`src/rtl/systolic_skew_feeder_if.sv`:
```
// Operand/handshake bundle between a job controller and the systolic skew feeder.
// The feeder side uses the slave modport; the controller side uses master.
interface systolic_skew_feeder_if #(
  parameter int DATA_WIDTH = 16,
  parameter int N          = 8,
  parameter int K_WIDTH    = 8
);
  localparam int SW = $clog2(N + 1);

  logic                    start;
  logic [SW-1:0]           size;
  logic [K_WIDTH-1:0]      k_len;
  logic                    in_valid;
  logic                    in_ready;
  logic [N*DATA_WIDTH-1:0] a_vec;
  logic [N*DATA_WIDTH-1:0] b_vec;
  logic [N*DATA_WIDTH-1:0] a_out;
  logic [N*DATA_WIDTH-1:0] b_out;
  logic                    pe_clear;
  logic                    busy;
  logic                    done;
  logic [15:0]             bubble_cnt;

  modport master (
    output start, size, k_len, in_valid, a_vec, b_vec,
    input  in_ready, a_out, b_out, pe_clear, busy, done, bubble_cnt
  );

  modport slave (
    input  start, size, k_len, in_valid, a_vec, b_vec,
    output in_ready, a_out, b_out, pe_clear, busy, done, bubble_cnt
  );
endinterface

```
`src/rtl/systolic_skew_feeder.sv`:
```
// Diagonal skew sequencer feeding A rows / B columns into an N x N PE array.
// Lane i is delayed i+1 cycles; lanes at or above the active size carry zeros.
// Optional macro FEEDER_PERF_CNT_EN builds the saturating bubble counter;
// without it bubble_cnt is tied to zero.
module systolic_skew_feeder #(
  parameter int DATA_WIDTH = 16,
  parameter int N          = 8,
  parameter int K_WIDTH    = 8,
  parameter int PE_LAT     = 1
) (
  input logic                  clk,
  input logic                  reset,
  systolic_skew_feeder_if.slave bus
);
  localparam int SW  = $clog2(N + 1);
  localparam int DCW = $clog2(2 * N + PE_LAT + 1);

  typedef enum logic [2:0] {IDLE, CLEAR, FEED, DRAIN, DONE} state_t;

  state_t             state_reg, state_next;
  logic [SW-1:0]      size_reg, size_next;
  logic [K_WIDTH-1:0] k_len_reg, k_len_next;
  logic [K_WIDTH-1:0] accepted_reg, accepted_next;
  logic [DCW-1:0]     drain_reg, drain_next;
  logic [DCW-1:0]     drain_last;
  logic [SW-1:0]      size_eff;
  logic               accept;
  logic               in_ready;
  logic               pe_clear;
  logic               done;

  // A requested size of 0 or beyond the array means "use the whole array".
  assign size_eff = ((bus.size == '0) || (bus.size > SW'(N))) ? SW'(N) : bus.size;

  // Last drain index: the final product needs 2*(size-1)+1+PE_LAT cycles to land.
  assign drain_last = DCW'({size_reg, 1'b0}) + DCW'(PE_LAT) - DCW'(2);

  // State and job-parameter registers.
  always_ff @(posedge clk) begin
    if (reset) begin
      state_reg    <= IDLE;
      size_reg     <= '0;
      k_len_reg    <= '0;
      accepted_reg <= '0;
      drain_reg    <= '0;
    end else begin
      state_reg    <= state_next;
      size_reg     <= size_next;
      k_len_reg    <= k_len_next;
      accepted_reg <= accepted_next;
      drain_reg    <= drain_next;
    end
  end

  // Next-state logic and control outputs.
  always_comb begin
    state_next    = state_reg;
    size_next     = size_reg;
    k_len_next    = k_len_reg;
    accepted_next = accepted_reg;
    drain_next    = drain_reg;
    accept        = 1'b0;
    in_ready      = 1'b0;
    pe_clear      = 1'b0;
    done          = 1'b0;
    case (state_reg)
      IDLE: begin
        if (bus.start) begin
          size_next  = size_eff;
          k_len_next = bus.k_len;
          state_next = CLEAR;
        end
      end
      CLEAR: begin
        pe_clear      = 1'b1;
        accepted_next = '0;
        drain_next    = '0;
        state_next    = (k_len_reg == '0) ? DRAIN : FEED;
      end
      FEED: begin
        in_ready = (accepted_reg < k_len_reg);
        accept   = bus.in_valid && in_ready;
        if (accept) begin
          accepted_next = accepted_reg + 1'b1;
          if (accepted_reg == k_len_reg - 1'b1) state_next = DRAIN;
        end
      end
      DRAIN: begin
        drain_next = drain_reg + 1'b1;
        if (drain_reg == drain_last) state_next = DONE;
      end
      DONE: begin
        done       = 1'b1;
        state_next = IDLE;
      end
      default: state_next = IDLE;
    endcase
  end

  assign bus.in_ready = in_ready;
  assign bus.pe_clear = pe_clear;
  assign bus.done     = done;
  assign bus.busy     = (state_reg != IDLE);

  // Skew lanes: every cycle shifts; non-accept cycles push a zero bubble.
  genvar gi;
  generate
    for (gi = 0; gi < N; gi++) begin : g_lane
      logic [DATA_WIDTH-1:0] a_sr [gi+1];
      logic [DATA_WIDTH-1:0] b_sr [gi+1];
      logic                  lane_on;

      assign lane_on = accept && (SW'(gi) < size_reg);

      // Shift register of depth gi+1 for this lane's A and B operands.
      always_ff @(posedge clk) begin
        if (reset) begin
          for (int j = 0; j <= gi; j++) begin
            a_sr[j] <= '0;
            b_sr[j] <= '0;
          end
        end else begin
          a_sr[0] <= lane_on ? bus.a_vec[gi*DATA_WIDTH +: DATA_WIDTH] : '0;
          b_sr[0] <= lane_on ? bus.b_vec[gi*DATA_WIDTH +: DATA_WIDTH] : '0;
          for (int j = 1; j <= gi; j++) begin
            a_sr[j] <= a_sr[j-1];
            b_sr[j] <= b_sr[j-1];
          end
        end
      end

      assign bus.a_out[gi*DATA_WIDTH +: DATA_WIDTH] = a_sr[gi];
      assign bus.b_out[gi*DATA_WIDTH +: DATA_WIDTH] = b_sr[gi];
    end
  endgenerate

`ifdef FEEDER_PERF_CNT_EN
  logic [15:0] bubble_reg;

  // Saturating count of FEED cycles without an accept; cleared when a job starts.
  always_ff @(posedge clk) begin
    if (reset) begin
      bubble_reg <= '0;
    end else if (state_reg == IDLE && bus.start) begin
      bubble_reg <= '0;
    end else if (state_reg == FEED && !accept && bubble_reg != 16'hFFFF) begin
      bubble_reg <= bubble_reg + 16'd1;
    end
  end

  assign bus.bubble_cnt = bubble_reg;
`else
  assign bus.bubble_cnt = '0;
`endif
endmodule

```
`src/flat_wrapper.sv`:
```
// flat-port wrapper written by rule: the top's interface ports become plain ports
module systolic_skew_feeder_flat 
#(
  parameter int DATA_WIDTH = 16,
  parameter int N          = 8,
  parameter int K_WIDTH    = 8,
  parameter int PE_LAT     = 1
)
  (clk, reset, bus_start, bus_size, bus_k_len, bus_in_valid, bus_a_vec, bus_b_vec, bus_in_ready, bus_a_out, bus_b_out, bus_pe_clear, bus_busy, bus_done, bus_bubble_cnt);
  systolic_skew_feeder_if #(.DATA_WIDTH(DATA_WIDTH), .N(N), .K_WIDTH(K_WIDTH)) bus_i ();
  input logic clk;
  input logic reset;
  input wire logic [$bits(bus_i.start)-1:0] bus_start;
  input wire logic [$bits(bus_i.size)-1:0] bus_size;
  input wire logic [$bits(bus_i.k_len)-1:0] bus_k_len;
  input wire logic [$bits(bus_i.in_valid)-1:0] bus_in_valid;
  input wire logic [$bits(bus_i.a_vec)-1:0] bus_a_vec;
  input wire logic [$bits(bus_i.b_vec)-1:0] bus_b_vec;
  output wire logic [$bits(bus_i.in_ready)-1:0] bus_in_ready;
  output wire logic [$bits(bus_i.a_out)-1:0] bus_a_out;
  output wire logic [$bits(bus_i.b_out)-1:0] bus_b_out;
  output wire logic [$bits(bus_i.pe_clear)-1:0] bus_pe_clear;
  output wire logic [$bits(bus_i.busy)-1:0] bus_busy;
  output wire logic [$bits(bus_i.done)-1:0] bus_done;
  output wire logic [$bits(bus_i.bubble_cnt)-1:0] bus_bubble_cnt;
  assign bus_i.start = bus_start;
  assign bus_i.size = bus_size;
  assign bus_i.k_len = bus_k_len;
  assign bus_i.in_valid = bus_in_valid;
  assign bus_i.a_vec = bus_a_vec;
  assign bus_i.b_vec = bus_b_vec;
  assign bus_in_ready = bus_i.in_ready;
  assign bus_a_out = bus_i.a_out;
  assign bus_b_out = bus_i.b_out;
  assign bus_pe_clear = bus_i.pe_clear;
  assign bus_busy = bus_i.busy;
  assign bus_done = bus_i.done;
  assign bus_bubble_cnt = bus_i.bubble_cnt;
  systolic_skew_feeder #(.DATA_WIDTH(DATA_WIDTH), .N(N), .K_WIDTH(K_WIDTH), .PE_LAT(PE_LAT)) u_core (.clk(clk), .reset(reset), .bus(bus_i));
endmodule
```
`config.mk`:
```
export PLATFORM = sky130hd
export DESIGN_NAME = systolic_skew_feeder_flat
export DESIGN_NICKNAME = d
export VERILOG_FILES = /design/src/rtl/systolic_skew_feeder_if.sv /design/src/rtl/systolic_skew_feeder.sv /design/src/flat_wrapper.sv
export SDC_FILE = /design/constraint.sdc
export NUM_CORES = 1
export LEC_CHECK = 0
export ABC_CLOCK_PERIOD_IN_PS = 2750
export CORE_ASPECT_RATIO = 0.5
export CORE_MARGIN = 10
export CORE_UTILIZATION = 52
export CTS_CLUSTER_DIAMETER = 150
export CTS_CLUSTER_SIZE = 16
export DETAILED_ROUTE_END_ITERATION = 7
export PLACE_DENSITY_LB_ADDON = 0.12
export SLEW_MARGIN = 40
export SYNTH_ARGS = -nofsm -noshare
export SYNTH_HDL_FRONTEND = slang
export SYNTH_SLANG_ARGS = --single-unit
```
`constraint.sdc`:
```
create_clock -name clk -period 2.75 [get_ports clk]
set_clock_uncertainty 0.2 [all_clocks]
set_input_delay 0.55 -clock clk [delete_from_list [all_inputs] [get_ports clk]]
set_output_delay 0.55 -clock clk [all_outputs]
set_load 0.1 [all_outputs]
```
# Word level (Yosys, flattened, before mapping)
# Memories as Yosys holds them, arrays and structs flattened.
# Cells that the tools add are included.
[classes]
n_lt_le_gt_ge = 10
n_bitwise = 70
n_reduce_logical = 21
n_mux = 107
eq_ne = 10
addsub = 5
[ops]
columns = ["op", "n"]
rows = [
  ["$mux W16", 88],
  ["$or A1 B1 Y1", 70],
  ["$reduce_or A16 Y1", 2],
  ["$lt A3 B4 Y1 const A", 4],
  ["$pmux W8 S2", 1],
  ["$mux W3", 4],
  ["$pmux W3 S4", 1],
  ["$add A5 B1 Y5 const B", 2],
  ["$mux W1", 10],
  ["$pmux W5 S2", 1],
  ["$logic_and A1 B1 Y1", 9],
  ["$add A8 B1 Y8 const B", 1],
  ["$eq A8 B8 Y1", 1],
  ["$logic_not A8 Y1", 1],
  ["$lt A1 B4 Y1 const A", 2],
  ["$lt A2 B4 Y1 const A", 2],
  ["$lt A8 B8 Y1", 1],
  ["$mux W8", 1],
  ["$sub A8 B1 Y8 const B", 1],
  ["$eq A3 B2 Y1 const B", 2],
  ["$ne A2 B1 Y1 const B", 3],
  ["$eq A5 B5 Y1", 1],
  ["$sub A5 B2 Y5 const B", 1],
  ["$gt A4 B4 Y1 const B", 1],
  ["other kinds (11)", 13],
]
[totals]
n_memories = 16
reg_bits = 28
inputBits = 272
ram_bits = 1152
[memory_table]
columns = ["memory", "words", "width", "read_ports", "rd_clocked_by_memory_dff", "write_ports", "line_no", "source"]
rows = [
  ["u_core.g_lane[7].a_sr", 8, 16, 8, 0, 8, "systolic_skew_feeder.sv:109", "logic [DATA_WIDTH-1:0] a_sr [gi+1];"],
  ["u_core.g_lane[7].b_sr", 8, 16, 8, 0, 8, "systolic_skew_feeder.sv:110", "logic [DATA_WIDTH-1:0] b_sr [gi+1];"],
  ["u_core.g_lane[6].a_sr", 7, 16, 7, 0, 7, "systolic_skew_feeder.sv:109", ""],
  ["u_core.g_lane[6].b_sr", 7, 16, 7, 0, 7, "systolic_skew_feeder.sv:110", ""],
  ["u_core.g_lane[5].a_sr", 6, 16, 6, 0, 6, "systolic_skew_feeder.sv:109", ""],
  ["u_core.g_lane[5].b_sr", 6, 16, 6, 0, 6, "systolic_skew_feeder.sv:110", ""],
  ["10 more memories", "--", "--", "--", "--", "--", "--", ""],
]

# Longest topological paths before layout
# Gate-level depths: netlist of the first run.
[depth]
ltp_word = 6
depth_mapped = 9
mapped_depth_nobuf = 8

# Least setup slack after synthesis of the first run
# No wires, ideal clock.
[synth_timing]
kind = "flip-flop to flip-flop"
from = "register u_core.k_len_reg[5]"
to = "memory u_core.g_lane[7].a_sr[0][0]"
period_less_slack_ps = 3392
path_slack_ps = -642
t_arrival_ps = 3133
required_time_ps = 2491
stages_incl_launch_ff = 10
n_path_buf = 1
cell_sequence = "dfxtp_1 -> inv_1 -> ha_1 -> a21oi_1 -> o21a_1 -> nand2_1 -> nor2_1 -> and3_1 -> clkbuf_1 -> and2_1"
[synth_rtl]
columns = ["element", "line_no", "source"]
rows = [
  ["from (decl)", "systolic_skew_feeder.sv:22", "logic [K_WIDTH-1:0] k_len_reg, k_len_next;"],
  ["from (signal assigned)", "systolic_skew_feeder.sv:49", "k_len_reg <= k_len_next;"],
  ["to (decl)", "systolic_skew_feeder.sv:109", ""],
]

# Worst setup path in the final report of the first run
[layout_timing]
from = "register u_core.k_len_reg[1]"
to = "output port bus_in_ready"
[layout_via]
elab_chain_len = 2
[layout_lines]
columns = ["element", "line_no", "source"]
rows = [
  ["$lt A8 B8 Y1", "systolic_skew_feeder.sv:81", "in_ready = (accepted_reg < k_len_reg);"],
  ["$mux W1", "systolic_skew_feeder.sv:66", "case (state_reg)"],
  ["to (decl)", "flat_wrapper.sv:19", "output wire logic [$bits(bus_i.in_ready)-1:0] bus_in_ready;"],
]
# Every way passes these cells.

==> impl_metrics.csv, run 1 <==
group,metric,value,unit
logic_synthesis,synthFlopType,"dfxtp_1",
global_route,grt_pass1_vias,16280,
cts,clkLatencyLatePin,0.63,ns
floorplan,start_util,52.58,%
cts,cts_tree,"done",
finish,final_nets,3497,
worst_setup_path,path_class,"register to output port",
logic_synthesis,yosys_warnings,0,
finish,fillers,5168,
drt,drc,0,
sta,setup_violations,1,
worst_setup_path,end_kind,"output port",
finish,drive_above_1_share,13.27,%
worst_setup_path,cp.required,2.00,ns
logic_synthesis,yosys-top-cells-area,"dfxtp_1 (69%), nor2b_1 (16%), and2_1 (4.7%)",
logic_synthesis,netlist_area,34170,um2
logic_synthesis,postSynthAreaPerCell,11.83,um2
drt,routed_wl,59360,um
power_and_ir_drop,peakVddDrop,0.4924,mV
placed_design,place_congestion,0.8288,
logic_synthesis,synth_top_area_share,69.13,%
sta,layout_setup_ws,-0.05506,ns
cts,clock-sinks,1180,
floorplan,fp.dieW,382.5,um
sta,drv_slew,0,
finish,fin_util,62.76,%
global_route,grt_pass1_wl,89700,um
sta,final.period_utilization,102.0,%
drt,via_per_inst,4.181,
finish,final_cell_mix,"dfxtp_1 (1,166), nor2b_1 (898), buf_4 (279), clkdlybuf4s50_1 (270), and2_1 (257)",
sta,rsz0062_at_grt,"yes",
power_and_ir_drop,p_leak,16.66,nW
sta,fin_crit,2.805,ns
worst_setup_path,worst-path-max-fanout,2,
placed_design,placed_area,38270,um2
sta,fmax,356.5,MHz
finish,syn2layout_area_growth,19.38,%
logic_synthesis,ys_ff_latch,1180,
global_route,grt_max_degree,194,
drt,wire_per_inst,14.43,um
min_path,hold_path_class,"register to register",
logic_synthesis,syn_inst,2889,
drt,antenna_left,0,
global_route,grt_usage,14.69,%
worst_setup_path,start_kind,"register",
run_status,status,"finished, violations left",
cts,cts.clk_slew.worst_paths,0.07,ns
floorplan,dieArea,76990,um2
run_status,violations,"setup timing",
cts,ctsHtreeMaxLevel,3,
finish,finalInstanceArea,40790,um2
finish,multiInputGateArea,8568,um2
sta,slew_headroom,45.51,%
floorplan,placementRows,66,
floorplan,core,64990,um2
logic_synthesis,post_synth_num_cell_types,45,
finish,top_regs,"u_core.g_lane.a_sr x576, u_core.g_lane.b_sr x576",
logic_synthesis,synth-edff-count,0,
global_route,grt_overflow,0,
worst_setup_path,crit_arrival,2.06,ns
sta,hold_violations,0,
drt,vias,17200,
cts,cts_made_buffers,83,
logic_synthesis,async_flop_share,0,%
logic_synthesis,yosysSeqAreaShare,69.13,%
floorplan,dieHeight,201.3,um
floorplan,pin_count,548,
sta,tightestPinTransition,0.8174,ns
drt,drt_iter0_drc,583,
global_route,antenna_found_initial,12,
cts,cts_max_path_buffers,3,
flow_run,drv_cap,0,
finish,regArea,23650,um2
power_and_ir_drop,cellPowerDensity,724.5,nW/um2
sta,setup_tns,-0.05506,ns
drt,dr.pass1.iters,4,
placed_design,hpwl,40020,um
finish,mostFrequentLayoutCell,"dfxtp_1",
cts,root_buffer,"clkbuf_16",
placed_design,io_buffers,531,
logic_synthesis,yosys.area.top_type,"dfxtp_1",
worst paths after layout:
check                                                   from                            to  slack, ns  cells past startpoint
worst min register to register  u_core.g_lane[7].b_sr[1][38]  u_core.g_lane[7].b_sr[1][54]       0.23                      1
worst max-delay path                     u_core.k_len_reg[1]                  bus_in_ready      -0.06                      7
worst min-delay path            u_core.g_lane[7].b_sr[1][38]  u_core.g_lane[7].b_sr[1][54]       0.23                      1
worst max register to register           u_core.k_len_reg[1]           u_core.state_reg[0]       0.10                     10
cells in the mapped netlist (2+ instances only):
cell,number
nor2_1,25
nor3_1,11
clkbuf_1,134
dfxtp_1,1180
and2_1,258
o21ai_0,10
nor2b_1,899
nand3_1,9
nand3b_1,3
a21oi_1,33
mux2i_1,2
a31oi_1,3
o211ai_1,2
xor2_1,7
nand4_1,6
nor3b_1,2
nand2b_1,3
inv_1,16
buf_4,209
or3_1,5
xnor2_1,7
nand2_1,27
ha_1,13
and3_1,4
metal layers:
layer | routed length, um | track usage, %
met1 | 22850 | 15.07
met2 | 32280 | 28.00
met3 | 2083 | 3.279
met4 | 2144 | 7.002
met5 | 0 | 0
layout make-up:
| cell class | instances | share of cell area [%] |
|---|---|---|
| clock inverter | 6 | 0.2331 |
| multi-input combinational | 1363 | 21.01 |
| tap | 884 | 2.712 |
| antenna | 14 | 0.08589 |
| inverter | 16 | 0.1472 |
| sequential | 1180 | 57.99 |
| timing repair buffer | 568 | 12.68 |
| clock buffer | 84 | 5.153 |
where the power goes:
part	switching, mW	leakage (nW)	internal (mW)	total [mW]
registers	0.0556	9.51	17.2	17.2
clock network	5.34	1.08	5.53	10.9
logic	0.836	6.07	0.625	1.46
stage by stage:
stage          instances  hold slack (ns)  setup slack, ns  total power, mW
6_report            4115           0.2267         -0.05506            29.55
3_5_place_dp        3994           0.2204           0.1292            18.99
5_1_grt             4114           0.2289          -0.1894            30.71
4_1_cts             4095           0.2102         -0.09074            29.93
2_1_floorplan       2904           0.2138           0.1912            18.42
3_3_place_gp        3993           0.2152           0.1988            18.98
critical path, stage by stage (launching register included):
cell and delay (ns):
dfxtp_2 0.33, inv_2 0.07, ha_4 0.19, nor2b_4 0.11, o211ai_1 0.24, a21oi_2 0.12, nor2_4 0.18, buf_12 0.19
logic make-up after synthesis:
| kind of cell | after synthesis | synth area share (%) |
|---|---|---|
| and+or+nand+nor | 1258 | 22.65 |
| DFF | 1180 | 69.13 |
| buffers and inverters | 361 | 6.265 |
| AOI/OAI and AO/OA | 60 | 1.044 |
| xor gates and xnor gates | 14 | 0.3589 |
| adders and majority gates | 13 | 0.4760 |
| muxes | 2 | 0.05859 |
| other | 1 | 0.01097 |
timing repair:
item | in CTS | in global routing
cloned | 0 | 2
gates resized for setup | 24 | 9
setup endpoints to repair | 1 | 135
setup buffers | 10 | 5
hold buffers | 1 | 0
pin swaps | 4 | 8
endpoints found under the hold margin | 8 | 0
Power figures use the tool's default switching activity.
==> run 2, diff against run 1 <==
- CAP_MARGIN: not set -> 20
- CORE_UTILIZATION: 52 -> 55
- DONT_BUFFER_PORTS: not set -> 1
- GPL_ROUTABILITY_DRIVEN: not set -> 0
==> run 2 against run 1 <==
The run now fails in clock tree synthesis (4_1_cts). Synthesized cell count unchanged. Synthesized area did not move.
==> impl_metrics.csv, run 2 <==
group,metric,value,unit
logic_synthesis,yosysSeqAreaShare,69.13,%
cts,cts_hold_buffers,751,
run_status,stop_stage,"clock tree synthesis (4_1_cts)",
logic_synthesis,syn_inst,2889,
run_status,status,"did not finish",
floorplan,placementRows,64,
placed_design,io_buffers,0,
logic_synthesis,yosys.area.top_type,"dfxtp_1",
cts,clock-sinks,1180,
logic_synthesis,yosys_warnings,0,
logic_synthesis,synth_top_area_share,69.13,%
logic_synthesis,ys_ff_latch,1180,
floorplan,start_util,55.71,%
cts,ctsHtreeMaxLevel,3,
run_status,error,"[ERROR RSZ-0060] Max buffer count reached.",
logic_synthesis,yosys-top-cells-area,"dfxtp_1 (69%), nor2b_1 (16%), and2_1 (4.7%)",
logic_synthesis,async_flop_share,0,%
cts,cts_made_buffers,83,
cts,cts_setup_buffers,7,
floorplan,fp.dieW,372.5,um
logic_synthesis,yosysMostFrequentCell,"dfxtp_1",
cts,cts_max_path_buffers,3,
cts,root_buffer,"clkbuf_16",
logic_synthesis,postSynthAreaPerCell,11.83,um2
logic_synthesis,synthFlopType,"dfxtp_1",
floorplan,pin_count,548,
cts,cts_resized,25,
logic_synthesis,synth.top_cells.by_count,"dfxtp_1 (1,180), nor2b_1 (899), and2_1 (258)",
placed_design,place_ws,0.2733,ns
placed_design,hpwl,36240,um
logic_synthesis,netlist_area,34170,um2
logic_synthesis,synth-edff-count,0,
floorplan,dieHeight,196.2,um
logic_synthesis,post_synth_num_cell_types,45,
-- run 2: cell counts after synthesis --
No cell type changed its count.
-- run 2: metrics by stage --
step / instance area (um2) / cells / hold WS, ns
floorplan: 34240 / 2904 / 0.2138
global placement: 35290 / 3658 / 0.2150
detailed placement: 35290 / 3658 / 0.2204
-- run 2: kinds of logic after synthesis --
logic type / Yosys count / synth area share (%)
AOI/OAI and AO/OA: 60 / 1.044
other: 1 / 0.01097
muxes: 2 / 0.05859
and+or+nand+nor: 1258 / 22.65
DFF: 1180 / 69.13
buffers and inverters: 361 / 6.265
adders and majority gates: 13 / 0.4760
xor gates and xnor gates: 14 / 0.3589
==> run 3, diff against run 2 <==
- CORE_ASPECT_RATIO: 0.5 -> not set
- CORE_UTILIZATION: 55 -> 40
- CTS_CLUSTER_DIAMETER: 150 -> not set
- CTS_CLUSTER_SIZE: 16 -> not set
- PLACE_DENSITY_LB_ADDON: 0.12 -> 0.15
==> run 3 against run 2 <==
The run again fails in clock tree synthesis (4_1_cts). Synthesized cell count unchanged. Synthesized area unchanged.
==> impl_metrics.csv, run 3 <==
group,metric,value,unit
run_status,status,"did not finish",
run_status,stop_stage,"clock tree synthesis (4_1_cts)",
run_status,error,"[ERROR RSZ-0060] Max buffer count reached.",
logic_synthesis,synth_top_area_share,69.13,%
logic_synthesis,yosys-top-cells-area,"dfxtp_1 (69%), nor2b_1 (16%), and2_1 (4.7%)",
cts,cts_setup_buffers,13,
logic_synthesis,yosysSeqAreaShare,69.13,%
cts,root_buffer,"clkbuf_16",
cts,cts_hold_buffers,839,
logic_synthesis,post_synth_num_cell_types,45,
logic_synthesis,synth.top_cells.by_count,"dfxtp_1 (1,180), nor2b_1 (899), and2_1 (258)",
logic_synthesis,postSynthAreaPerCell,11.83,um2
floorplan,pin_count,548,
cts,cts_resized,43,
logic_synthesis,ys_ff_latch,1180,
logic_synthesis,syn_inst,2889,
cts,cts_max_path_buffers,3,
cts,cts_made_buffers,114,
floorplan,fp.dieW,312.3,um
logic_synthesis,yosys_warnings,0,
logic_synthesis,netlist_area,34170,um2
logic_synthesis,yosys.area.top_type,"dfxtp_1",
logic_synthesis,synth-edff-count,0,
placed_design,io_buffers,0,
floorplan,start_util,40.19,%
cts,clock-sinks,1180,
floorplan,dieHeight,312.3,um
logic_synthesis,async_flop_share,0,%
logic_synthesis,yosysMostFrequentCell,"dfxtp_1",
floorplan,placementRows,107,
placed_design,hpwl,42160,um
cts,ctsHtreeMaxLevel,3,
logic_synthesis,synthFlopType,"dfxtp_1",
[run 3: cell counts after synthesis]
No cell type changed its count.
[run 3: through the flow]
stage                     cells  setup WS, ns  hold slack (ns)  cell area [um2]  util [%]
after floorplan            2904        0.1912           0.2138            34240         -
after global placement     3976        0.1908           0.2150            35720     42.02
after detailed placement   3976        0.1445           0.2204            35720     42.02
[run 3: cells by family after synthesis]
logic type      after synthesis  share of synthesized area [%]
xor+xnor                     14                         0.3589
compound gates               60                          1.044
buf+inv                     361                          6.265
simple gates               1258                          22.65
flops                      1180                          69.13
mux                           2                        0.05859
other cells                   1                        0.01097
fa+ha+maj                    13                         0.4760
